### src/rtl/morse_matcher.sv
// morse_matcher -- two-player morse code guessing game.
//
// Player 1 presents a code on `target` and pulses `start`. The code is
// latched during the single LOAD cycle. Player 2 then enters dots and
// lines, which are matched slot by slot starting at slot 0. A wrong symbol
// costs one try and restarts the code from slot 0. Running out of tries,
// or giving up, ends the round in LOSE. Matching every slot ends it in WIN.
// Empty slots (00) are skipped automatically at one slot per cycle.
//
// Optional feature: define MORSE_MATCHER_TIMEOUT_EN to add an idle timeout.
// While waiting on a symbol, TIMEOUT_CYCLES idle MATCH cycles count as one
// wrong symbol.
//
// Ports:
//   clock      : single clock; all logic runs on its rising edge
//   reset      : synchronous, active-high reset
//   start      : level-sampled; latch target and begin a round
//   target     : player 1 code; slot k = bits [2*SYMBOLS-1-2k -: 2]
//   sym_dot    : one-cycle pulse, player 2 entered a dot  (code 01)
//   sym_line   : one-cycle pulse, player 2 entered a line (code 11)
//   give_up    : abandon the current round
//   q          : player 2's accepted symbols, newest in the LSBs
//   correct    : per-symbol result pulse (00 neutral, 01 correct, 10 incorrect)
//   complete   : high only in WIN
//   failed     : high only in LOSE
//   tries_left : remaining attempts
//   busy       : high in LOAD and MATCH
module morse_matcher #(
    parameter int SYMBOLS        = 5,
    parameter int MAX_TRIES      = 3,
    parameter int TIMEOUT_CYCLES = 50000000
) (
    input  logic                             clock,
    input  logic                             reset,
    input  logic                             start,
    input  logic [2*SYMBOLS-1:0]             target,
    input  logic                             sym_dot,
    input  logic                             sym_line,
    input  logic                             give_up,
    output logic [2*SYMBOLS-1:0]             q,
    output logic [1:0]                       correct,
    output logic                             complete,
    output logic                             failed,
    output logic [$clog2(MAX_TRIES+1)-1:0]   tries_left,
    output logic                             busy
);

    localparam int QW = 2 * SYMBOLS;
    localparam int TW = $clog2(MAX_TRIES + 1);
    localparam int PW = $clog2(SYMBOLS + 1);

    typedef enum logic [2:0] {
        IDLE,
        LOAD,
        MATCH,
        WIN,
        LOSE
    } state_t;

    state_t          state, state_next;
    logic [QW-1:0]   shadow, shadow_next;
    logic [PW-1:0]   ptr, ptr_next, ptr_inc;
    logic [QW-1:0]   q_next;
    logic [TW-1:0]   tries_next;
    logic [1:0]      correct_next;
    logic [1:0]      cur_slot;
    logic [1:0]      sym_code;
    logic            sym_single;
    logic            miss;

`ifdef MORSE_MATCHER_TIMEOUT_EN
    localparam int CW = $clog2(TIMEOUT_CYCLES + 1);
    logic [CW-1:0]   tmo_count, tmo_count_next;
    logic            tmo_hit;

    assign tmo_hit = (tmo_count == CW'(TIMEOUT_CYCLES - 1));

    always_ff @(posedge clock) begin
        if (reset) begin
            tmo_count <= '0;
        end else begin
            tmo_count <= tmo_count_next;
        end
    end
`endif

    // Pressing both buttons in the same cycle is ambiguous and is ignored.
    assign sym_single = sym_dot ^ sym_line;
    assign sym_code   = sym_dot ? 2'b01 : 2'b11;
    assign ptr_inc    = ptr + PW'(1);

    // Slot currently being matched; the pointer may sit at SYMBOLS briefly,
    // so the selection is guarded rather than a raw variable part-select.
    always_comb begin
        cur_slot = 2'b00;
        for (int k = 0; k < SYMBOLS; k++) begin
            if (ptr == PW'(k)) begin
                cur_slot = shadow[QW-1-2*k -: 2];
            end
        end
    end

    // Next-state and datapath decisions. A wrong symbol (or a timeout) only
    // raises `miss`; the shared penalty is applied once after the case.
    always_comb begin
        state_next   = state;
        shadow_next  = shadow;
        ptr_next     = ptr;
        q_next       = q;
        tries_next   = tries_left;
        correct_next = 2'b00;
        miss         = 1'b0;
`ifdef MORSE_MATCHER_TIMEOUT_EN
        tmo_count_next = tmo_count;
`endif

        case (state)
            IDLE, WIN, LOSE: begin
                if (start) begin
                    state_next = LOAD;
                end
            end

            LOAD: begin
                shadow_next = target;
                ptr_next    = '0;
                q_next      = '0;
                tries_next  = TW'(MAX_TRIES);
                state_next  = MATCH;
`ifdef MORSE_MATCHER_TIMEOUT_EN
                tmo_count_next = '0;
`endif
            end

            MATCH: begin
                if (start) begin
                    state_next = LOAD;
                end else if (give_up) begin
                    state_next = LOSE;
                end else if (ptr == PW'(SYMBOLS)) begin
                    state_next = WIN;
                end else if (cur_slot == 2'b00) begin
                    // Empty slot: skip it; any symbol this cycle is dropped.
                    ptr_next = ptr_inc;
                    if (ptr_inc == PW'(SYMBOLS)) begin
                        state_next = WIN;
                    end
                end else if (sym_single) begin
`ifdef MORSE_MATCHER_TIMEOUT_EN
                    tmo_count_next = '0;
`endif
                    if (sym_code == cur_slot) begin
                        q_next       = (q << 2) | QW'(sym_code);
                        ptr_next     = ptr_inc;
                        correct_next = 2'b01;
                        // Finishing the last slot wins immediately.
                        if (ptr_inc == PW'(SYMBOLS)) begin
                            state_next = WIN;
                        end
                    end else begin
                        miss = 1'b1;
                    end
                end else begin
`ifdef MORSE_MATCHER_TIMEOUT_EN
                    if (tmo_hit) begin
                        miss           = 1'b1;
                        tmo_count_next = '0;
                    end else begin
                        tmo_count_next = tmo_count + CW'(1);
                    end
`endif
                end
            end

            default: begin
                state_next = IDLE;
            end
        endcase

        if (miss) begin
            correct_next = 2'b10;
            q_next       = '0;
            ptr_next     = '0;
            if (tries_left <= TW'(1)) begin
                tries_next = '0;
                state_next = LOSE;
            end else begin
                tries_next = tries_left - TW'(1);
            end
        end
    end

    // State and output registers. The status flags are decoded from the
    // next state so they are true flops aligned with the state register.
    always_ff @(posedge clock) begin
        if (reset) begin
            state      <= IDLE;
            shadow     <= '0;
            ptr        <= '0;
            q          <= '0;
            tries_left <= TW'(MAX_TRIES);
            correct    <= 2'b00;
            complete   <= 1'b0;
            failed     <= 1'b0;
            busy       <= 1'b0;
        end else begin
            state      <= state_next;
            shadow     <= shadow_next;
            ptr        <= ptr_next;
            q          <= q_next;
            tries_left <= tries_next;
            correct    <= correct_next;
            complete   <= (state_next == WIN);
            failed     <= (state_next == LOSE);
            busy       <= (state_next == LOAD) || (state_next == MATCH);
        end
    end

endmodule

### config.mk
export PLATFORM = sky130hd
export DESIGN_NAME = morse_matcher
export DESIGN_NICKNAME = d
export VERILOG_FILES = /design/src/rtl/morse_matcher.sv
export SDC_FILE = /design/constraint.sdc
export NUM_CORES = 1
export LEC_CHECK = 0
export BUFFER_PORTS_ARGS = -buffer_cell sky130_fd_sc_hd__clkbuf_2
export CORE_MARGIN = 2
export CORE_UTILIZATION = 50
export CTS_CLUSTER_DIAMETER = 30
export DETAILED_ROUTE_END_ITERATION = 16
export MAX_ROUTING_LAYER = met4
export PLACE_DENSITY = 0.72
export SLEW_MARGIN = 20
export SYNTH_ARGS = -nofsm -noshare
export SYNTH_HDL_FRONTEND = slang
export SYNTH_SLANG_ARGS = --single-unit
### constraint.sdc
create_clock -name clock -period 2.8 [get_ports clock]
set_input_delay 0.56 -clock clock [delete_from_list [all_inputs] [get_ports clock]]
set_output_delay 0.56 -clock clock [all_outputs]
set_load 0.02 [all_outputs]
==> results.cfg, run 1 <==
[synthesis]
muxShareOfSynthArea_pct = 0.673
ys.flop_type = dfxtp_1
synth-compound-area-share_pct = 21.7
syn_avg_cell_area_um2 = 8.37
synthAdderAreaFrac_pct = 4.48
synth_area_um2 = 1670
syn_nets = 222
synth_top_family_by_area = simple AND/OR/NAND/NOR gates
synth_edf_count = 0
yosysSeqAreaShare_pct = 39.5
synthXorXnorAreaFrac_pct = 0.523
async_reset_ff_share_pct = 0
netlist_instances = 200
synthDistinctLibCells = 41
ys_ff_latch = 33
yosys.area_share.simple_pct = 29.0
yosys_warnings = 0

[run_status]
status = finished, final reports clean

[cts]
cts_tree = built
clockRootBuffer = clkbuf_4
htreeDepth = 2
cts_buffer_depth = 2
post-cts-setup-buffers = 0
cts_buffers = 5
insertion_delay_ps = 330
numClockSinks = 33
hold_buffers = 0
clk_pin_slew_worst_paths_ps = 100

[die]
initial_core_util_pct = 51.0
io_pins = 33
fp.dieW_um = 61.9
core-area_um2 = 3280
die_y_um = 61.9
dieArea_um2 = 3830
rows = 21

[hold_path]
hold_class = in2reg

[routing]
wl_mm = 3.36
drtAntennaViolNets = 0
wl_per_cell_um = 11.9
post_drt_via_cell_ratio = 5.30
drc = 0
via_count = 1494
first_pass_iters = 4
dr.first_iter.drc_count = 55

[worst_setup_path]
worstSetupEndpointType = flop
path_class = reg2reg
path_cells = inv_1 -> ha_1 -> nand3b_1 -> a2111oi_4 -> a311oi_4 -> or4b_4 -> a21oi_4 -> mux2_1 -> nor2_1
slowest_stage = or4b_4
critPathMaxStageDelay_ps = 550
crit_family = simple AND/OR/NAND/NOR gates
cp_num_buf_inv = 1
worstPathArrival_ps = 2910
crit_required_ps = 3070
crit_path_start_kind = flop
cp_max_fo = 7

[flow_run]
drv_cap = 0

[grt]
antenna_found_initial = 0
grt_usage_pct = 20.3
grt-ovfl-total = 0
grt_pass1_wl_mm = 5.50
grt_max_degree = 22
grt_pass1_vias = 1282

[placed_design]
placed_cells = 274
dp_hpwl_mm = 2.46
gp_congestion = 0.792
port-buffer-count = 32

[power]
powerDensity_nw_per_um2 = 478
power_leakage_nw = 0.757
vdd_drop_max_mv = 0.365

[sta]
tightest_slew_ps = 479
max_freq_ghz = 0.379
relSlewSlack_pct = 68.1
finalMaxSlewViolations = 0
finalSetupViolations = 0
whs_ps = 439
finalHoldViolCount = 0
finClkSkew_ps = 12.8
timing.final.crit_share_pct = 94.2
min_period_ps = 2640

[finish]
fin_cells = 282
drive_gt1_share_pct = 23.7
syn2layout_area_growth_pct = 18.4
layout_common_cells = nand2_1, dfxtp_1, clkbuf_2
finalNetCount = 257
nFillCells = 289
diodes = 0
layout_commonest_cell = nand2_1
## synth_stat cells, drive strengths merged, types with 2 or more instances
cell      n  share of area [%]
nand2    43                9.8
dfxtp    33                 39
a21oi    31                9.9
nand3b   12                5.4
nor2      8                1.8
ha        6                4.5
nand2b    6                2.4
nor2b     6                2.2
clkbuf    5                1.1
inv       5                1.1
o21ai     5                1.5
or3       5                1.9
buf       4                1.9
nor3      4                1.2
a311oi    3                3.0
o22ai     3                1.1
a2111oi   2                1.5
and2      2               0.75
and3      2               0.75
o21a      2               0.90
or3b      2                1.0
## through the flow
stage          instance area (um^2)  TNS (ps)  setup WS [ps]  util (%)  power (mW)
3_3_place_gp                   1880         0            208      57.2       0.588
2_1_floorplan                  1670         0            301         -       0.559
3_5_place_dp                   1880         0            122      57.2       0.588
4_1_cts                        1960         0           97.3      59.8       0.955
6_report                       1980         0            163      60.3       0.947
5_1_grt                        1980     -18.9          -13.4      60.3       0.997
## worst reg2reg max path, cell delays in order (launching register included)
cell and delay [ps]:
dfxtp_1 360, inv_1 100, ha_1 250, nand3b_1 220, a2111oi_4 370, a311oi_4 130
or4b_4 550, a21oi_4 200, mux2_1 330, nor2_1 80
## state kept, by name, summed over array words and instances (netlist names)
name and count:
shadow 10, ptr 3, tries_left 2, failed 1, complete 1, q 10
busy 1, correct 2, state 3
## per-layer routing
| layer | global-route usage, % | vias up | wire length [um] |
|---|---|---|---|
| li1 | - | 769 | - |
| met1 | 23.3 | 689 | 1530 |
| met2 | 33.4 | 31 | 1620 |
| met3 | 6.21 | 5 | 153 |
| met4 | 7.29 | 0 | 57 |
| met5 | - | - | 0 |
## path summary, 6_finish.rpt
path	start	endpoint	slack, ps	cells past startpoint
max reg2reg	ptr[1]$_SDFFE_PP0P_	ptr[2]$_SDFFE_PP0P_	160	9
min	target[6]	shadow[6]$_SDFFE_PP0P_	440	3
min reg2reg	shadow[4]$_SDFFE_PP0P_	shadow[4]$_SDFFE_PP0P_	470	2
max	ptr[1]$_SDFFE_PP0P_	ptr[2]$_SDFFE_PP0P_	160	9
## where the power goes
| group | switching [mW] | internal, mW | leakage, nW | total (mW) |
|---|---|---|---|---|
| registers | 0.00712 | 0.479 | 0.267 | 0.486 |
| logic | 0.0546 | 0.0382 | 0.444 | 0.0928 |
| clock network | 0.154 | 0.213 | 0.0455 | 0.367 |
| total | 0.216 | 0.731 | 0.757 | 0.947 |
## kinds of logic (layout without fill, tap and decap cells)
family                   Yosys count  after routing
AO/OA/AOI/OAI                     52             52
adder cells (fa/ha/maj)            6              6
buffers and inverters             14             50
XOR/XNOR                           1              1
flip-flops                        33             33
AND/OR/NAND/NOR                   93             93
multiplexers                       1              1
## cell type report
cell class / instances / area, um^2 / area share [%]
Clock buffer: 7 / 55.1 / 2.78
Clock inverter: 1 / 30.0 / 1.52
Inverter: 5 / 18.8 / 0.947
Multi-Input combinational cell: 153 / 962 / 48.5
Sequential cell: 33 / 661 / 33.3
Tap cell: 46 / 57.6 / 2.90
Timing Repair Buffer: 37 / 198 / 9.97
## repair_timing
item	4_1_cts	5_1_grt
endpoints found under the setup margin	0	7
gates resized for setup	0	2
endpoints found under the hold margin	0	0
(Power assumes the default switching activity.)
==> run 2, diff against run 1 <==
==> constraint.sdc (replaced) <==
create_clock -name clock -period 2.6 [get_ports clock]
set_input_delay 0.52 -clock clock [delete_from_list [all_inputs] [get_ports clock]]
set_output_delay 0.52 -clock clock [all_outputs]
set_load 0.1 [all_outputs]
==> run 2 against run 1 <==
Wire length is 6.4% higher. Setup slack worse by 120 ps. Maximum frequency is 3.3% higher. Core utilization is 2.9 points higher. Die area stayed put. Critical path depth stayed put. Final cell count is 2.8% higher. Final area is 4.7% higher. Combinational power is 30% higher. Critical path type unchanged. Highest routed layer unchanged.
==> results.cfg, run 2 (synthesis gave the netlist of run 1 again) <==
[power]
power_leakage_nw = 0.794
internal-power_uw = 689
power_frac_seq_pct = 56.1
power_frac_comb_pct = 13.0
vdd_drop_max_mv = 0.332
total_power_uw = 931
clockPowerShare_pct = 30.9
powerDensity_nw_per_um2 = 449
p_sw_share_pct = 26.0
power.switching_uw = 242

[worst_setup_path]
critPathMaxStageDelay_ps = 580
crit_required_ps = 2870
slowest_stage = or4b_4
path_cells = inv_2 -> ha_4 -> nand3b_1 -> a2111oi_4 -> a311oi_4 -> or4b_4 -> a21oi_4 -> mux2_1 -> nor2_1
cp_max_fo = 5
crit_path_start_kind = flop
worstPathArrival_ps = 2820
path_class = reg2reg
worstSetupEndpointType = flop

[routing]
dr.first_iter.drc_count = 92
wl_per_cell_um = 12.3
drtAntennaViolNets = 0
drc = 0
first_pass_iters = 4
wl_mm = 3.57
via_count = 1542
post_drt_via_cell_ratio = 5.32

[cts]
clk_pin_slew_worst_paths_ps = 90
cts_tree = built
hold_buffers = 0
insertion_delay_ps = 330
cts_buffers = 5
numClockSinks = 33
htreeDepth = 2
clockRootBuffer = clkbuf_4
cts_buffer_depth = 2

[finish]
finalNetCount = 266
layout_commonest_cell = nand2_1
diodes = 0
nFillCells = 288
layout_common_cells = nand2_1, clkbuf_2, dfxtp_1
seqCellArea_um2 = 666
final_area_um2 = 2080
fin_cells = 290
reg_top3 = q x10, shadow x10
final_util_pct = 63.2
multiInputGateArea_um2 = 1010
drive_gt1_share_pct = 29.9
syn2layout_area_growth_pct = 24.0

[grt]
grt_usage_pct = 21.5
grt_pass1_wl_mm = 5.89
antenna_found_initial = 0
grt_pass1_vias = 1404
grt_max_degree = 22
grt-ovfl-total = 0

[die]
die_y_um = 61.9
fp.dieW_um = 61.9
rows = 21
dieArea_um2 = 3830
initial_core_util_pct = 51.0
core-area_um2 = 3280
io_pins = 33

[sta]
setup_tns_ps = 0
finClkSkew_ps = 5.21
min_period_ps = 2550
finalMaxSlewViolations = 0
finalSetupViolations = 0
finalHoldViolCount = 0
max_freq_ghz = 0.392
setup_slack_ps = 47.6
whs_ps = 402
tightest_slew_ps = 545
timing.final.crit_share_pct = 98.2
relSlewSlack_pct = 63.8

[placed_design]
dp_hpwl_mm = 2.57
gp_congestion = 0.844
port-buffer-count = 32
place_ws_ps = 22.9
placed_area_um2 = 1920
placed_cells = 280

[run_status]
status = finished, final reports clean

[hold_path]
hold_class = in2reg

[flow_run]
drv_cap = 0
## run 2: cell count changes in the layout (fill, tap and decap cells not counted), sizes merged
cell / previous run / this run
buf: 5 / 14
bufinv: 1 / 0
## run 2: path summary, 6_finish.rpt
check	start	to	slack, ps	cells after the start
max	ptr[1]$_SDFFE_PP0P_	ptr[2]$_SDFFE_PP0P_	50	9
min	target[7]	shadow[7]$_SDFFE_PP0P_	400	3
max reg2reg	ptr[1]$_SDFFE_PP0P_	ptr[2]$_SDFFE_PP0P_	50	9
min reg2reg	q[6]$_SDFFE_PP0P_	q[8]$_SDFFE_PP0P_	460	2
## run 2: area by class of cell
| type | instances | share of cell area [%] |
|---|---|---|
| tap | 46 | 2.77 |
| clock buffer | 7 | 2.65 |
| sequential | 33 | 32.1 |
| timing repair buffer | 46 | 12.8 |
| inverter | 5 | 0.904 |
| multi-input combinational | 153 | 48.8 |
## run 2: layer usage
| layer | global-route usage, % | wire, um | up-vias | part of all wire [%] |
|---|---|---|---|---|
| met5 | - | 0 | - | 0 |
| met4 | 8.21 | 28 | 0 | 0.78 |
| met3 | 5.18 | 121 | 4 | 3.4 |
| met2 | 36.5 | 1760 | 26 | 49 |
| met1 | 24.5 | 1660 | 721 | 47 |
| li1 | - | - | 791 | - |
## run 2: what timing repair did
item	in CTS	in global routing
setup endpoints to repair	1	17
cloned	0	0
buffers inserted	0	3
gates resized for setup	1	14
pin swaps	0	4
## run 2: worst max-delay path: cells and delay by family (launching register included)
family	cells	cell delay [ps]
and+or+nand+nor	3	860
muxes	1	330
buffers and inverters	1	80
DFF	1	360
AOI/OAI and AO/OA	3	680
adders and majority gates	1	180
## run 2: power by group through the flow
stage	clock, mW	combinational [mW]	sequential, mW
2_1_floorplan	0	0.0658	0.551
3_3_place_gp	0	0.113	0.535
3_5_place_dp	0	0.114	0.535
4_1_cts	0.293	0.115	0.523
5_1_grt	0.315	0.135	0.524
6_report	0.287	0.121	0.523
==> run 3, diff against run 2 <==
--- a/config.mk
+++ b/config.mk
@@ -6,4 +6,6 @@
 export NUM_CORES = 1
 export LEC_CHECK = 0
+export ABC_AREA = 1
+export ABC_CLOCK_PERIOD_IN_PS = 2600
 export BUFFER_PORTS_ARGS = -buffer_cell sky130_fd_sc_hd__clkbuf_2
 export CORE_MARGIN = 2
==> constraint.sdc (replaced) <==
create_clock -name clock -period 2.6 [get_ports clock]
set_input_delay 0.39 -clock clock [delete_from_list [all_inputs] [get_ports clock]]
set_output_delay 0.39 -clock clock [all_outputs]
set_load 0.1 [all_outputs]
==> run 3 against run 2 <==
Core utilization is 3.7 points lower. Clock skew is 2.7 ps higher. Clock power is 17% higher. Combinational power is 34% higher. Global-route usage is 2.3 points lower. Non-clock buffer count is 13 lower. Sequential share of layout area is 1.7 points higher. Wire length is 11% lower. Hold slack worse by 140 ps. Largest power group unchanged. Highest routed layer unchanged.
==> results.cfg, run 3 <==
[run_status]
status = finished, final reports clean

[finish]
layout_common_cells = nand2_1, dfxtp_1, clkbuf_2
syn2layout_area_growth_pct = 16.2
multiInputGateArea_um2 = 848
nFillCells = 313
drive_gt1_share_pct = 28.6
diodes = 0
finalNetCount = 287
reg_top3 = q x10, shadow x10
seqCellArea_um2 = 661
layout_commonest_cell = nand2_1

[die]
dieArea_um2 = 3840
fp.dieW_um = 62.0
rows = 21
die_y_um = 62.0
initial_core_util_pct = 51.2
core-area_um2 = 3280
io_pins = 33

[placed_design]
gp_congestion = 0.825
dp_hpwl_mm = 2.39
port-buffer-count = 32

[sta]
finalMaxSlewViolations = 0
max_freq_ghz = 0.473
timing.final.crit_share_pct = 81.3
min_period_ps = 2110
setup_tns_ps = 0
finalHoldViolCount = 0
rsz0062_at_grt = no
finClkSkew_ps = 7.87
tightest_slew_ps = 545
finalSetupViolations = 0
relSlewSlack_pct = 63.8

[synthesis]
ys.flop_type = dfxtp_1
syn_nets = 251
yosysMostFrequentCell = nand2_1
yosysSeqAreaShare_pct = 39.3
netlist_instances = 229
synthTopCellsByArea = dfxtp_1, nand2_1, inv_1, nor2_1, a21oi_1
async_reset_ff_share_pct = 0
syn_avg_cell_area_um2 = 7.34
yosys_warnings = 0
synth_area_um2 = 1680
synth_common_cells = nand2_1, dfxtp_1, inv_1
synthDistinctLibCells = 31
netlist.area_leader.share_pct = 39.3
synth_edf_count = 0
synth_top_area_cell = dfxtp_1
ys_ff_latch = 33

[cts]
cts_buffers = 5
hold_buffers = 0
post-cts-setup-buffers = 0
htreeDepth = 2
numClockSinks = 33
insertion_delay_ps = 340
cts_resized = 0
cts_buffer_depth = 2
clockRootBuffer = clkbuf_4
cts_tree = built
clk_pin_slew_worst_paths_ps = 100

[routing]
dr.first_iter.drc_count = 71
wl_per_cell_um = 10.2
first_pass_iters = 4
wl_mm = 3.19
drc = 0
post_drt_via_cell_ratio = 4.73
via_count = 1477
drtAntennaViolNets = 0

[grt]
grt_max_degree = 17
grt-ovfl-total = 0
antenna_found_initial = 0
grt_pass1_vias = 1205
grt_pass1_wl_mm = 5.15
grt_usage_pct = 19.2

[hold_path]
hold_class = in2reg

[worst_setup_path]
path_class = reg2reg
crit_family = simple AND/OR/NAND/NOR gates
worstPathArrival_ps = 2360
cp_num_buf_inv = 2
cp_max_fo = 4
critPathMaxStageDelay_ps = 410
crit_required_ps = 2850
cpMostUsedCell = nand2_1
path_cells = inv_1 -> ha_1 -> nand2_1 -> o21ai_0 -> inv_1 -> nand2_4 -> nand3_2 -> nand2_2 -> nor2_4 -> nand2_2 -> nand3_1 -> nand2_1 -> nand2_1 -> nand2_1 -> nand2_2 -> nand2_2 -> nand2_1 -> nor2_2
worstSetupEndpointType = flop
slowest_stage = dfxtp_1
crit_path_start_kind = flop

[power]
vdd_drop_max_mv = 0.317
total_power_mw = 1.03
power_leakage_nw = 0.897
powerDensity_nw_per_um2 = 529

[flow_run]
drv_cap = 0
[run 3: changes by cell type after synthesis, moves of 7 or more]
cell and delta:
inv_1 +25, nor2_1 +16, nand3b_1 -11, o21ai_0 +8, inv_2 +7, a21oi_1 -15
[run 3: worst paths after layout]
kind                          start                endpoint  slack [ps]  depth (start not counted)
max reg2reg     ptr[0]$_SDFFE_PP0P_         busy$_SDFF_PP0_         490                         18
min reg2reg  shadow[2]$_SDFFE_PP0P_  shadow[2]$_SDFFE_PP0P_         460                          2
max             ptr[0]$_SDFFE_PP0P_         busy$_SDFF_PP0_         490                         18
min                       target[9]  shadow[9]$_SDFFE_PP0P_         260                          3
[run 3: layout make-up]
| cell class | count | area share, % |
|---|---|---|
| clock buffers | 7 | 3.33 |
| clock inverters | 1 | 0.256 |
| inverters | 39 | 7.68 |
| multi-input cells | 153 | 43.4 |
| flip-flops and latches | 33 | 33.8 |
| well taps | 46 | 2.94 |
| repair buffers | 33 | 8.58 |
[run 3: cell families after synthesis]
kind of cell | count (synthesis) | share of synthesized area, %
fa+ha+maj | 6 | 4.46
flops | 33 | 39.3
simple gates | 107 | 32.6
buf+inv | 43 | 10.3
compound gates | 39 | 12.9
xor+xnor | 1 | 0.521
[run 3: metal layers]
metal / share of wire [%] / track usage (%) / wire length [um]
met3: 3.6 / 8.07 / 114
met1: 50 / 24.1 / 1580
met5: 0 / - / 0
met2: 46 / 27.8 / 1450
met4: 1.3 / 6.08 / 40
[run 3: stage by stage]
stage               util [%]  cell area (um^2)  std cells  setup WS (ps)  hold slack, ps
floorplan                  -              1680        229            719             424
global placement        57.4              1880        304            508             449
detailed placement      57.4              1880        304            523             446
CTS                     59.5              1950        312            482             252
global route            59.5              1950        312            216             267
finish                  59.5              1950        312            486             263
[run 3: report_power, final]
| part | switching, mW | internal [mW] |
|---|---|---|
| sequential | 0.0101 | 0.527 |
| combinational | 0.111 | 0.0504 |
| clock | 0.178 | 0.157 |
[run 3: worst register-to-register path: stages, from the launching register on]
cell     delay (ps)
dfxtp_1         410
inv_1           120
ha_1            260
nand2_1         120
o21ai_0          90
inv_1           100
nand2_4          70
nand3_2          60
nand2_2          60
nor2_4          160
nand2_2          80
nand3_1          80
nand2_1          50
nand2_1          50
nand2_1          70
nand2_2          90
nand2_2          50
nand2_1          70
nor2_2           30
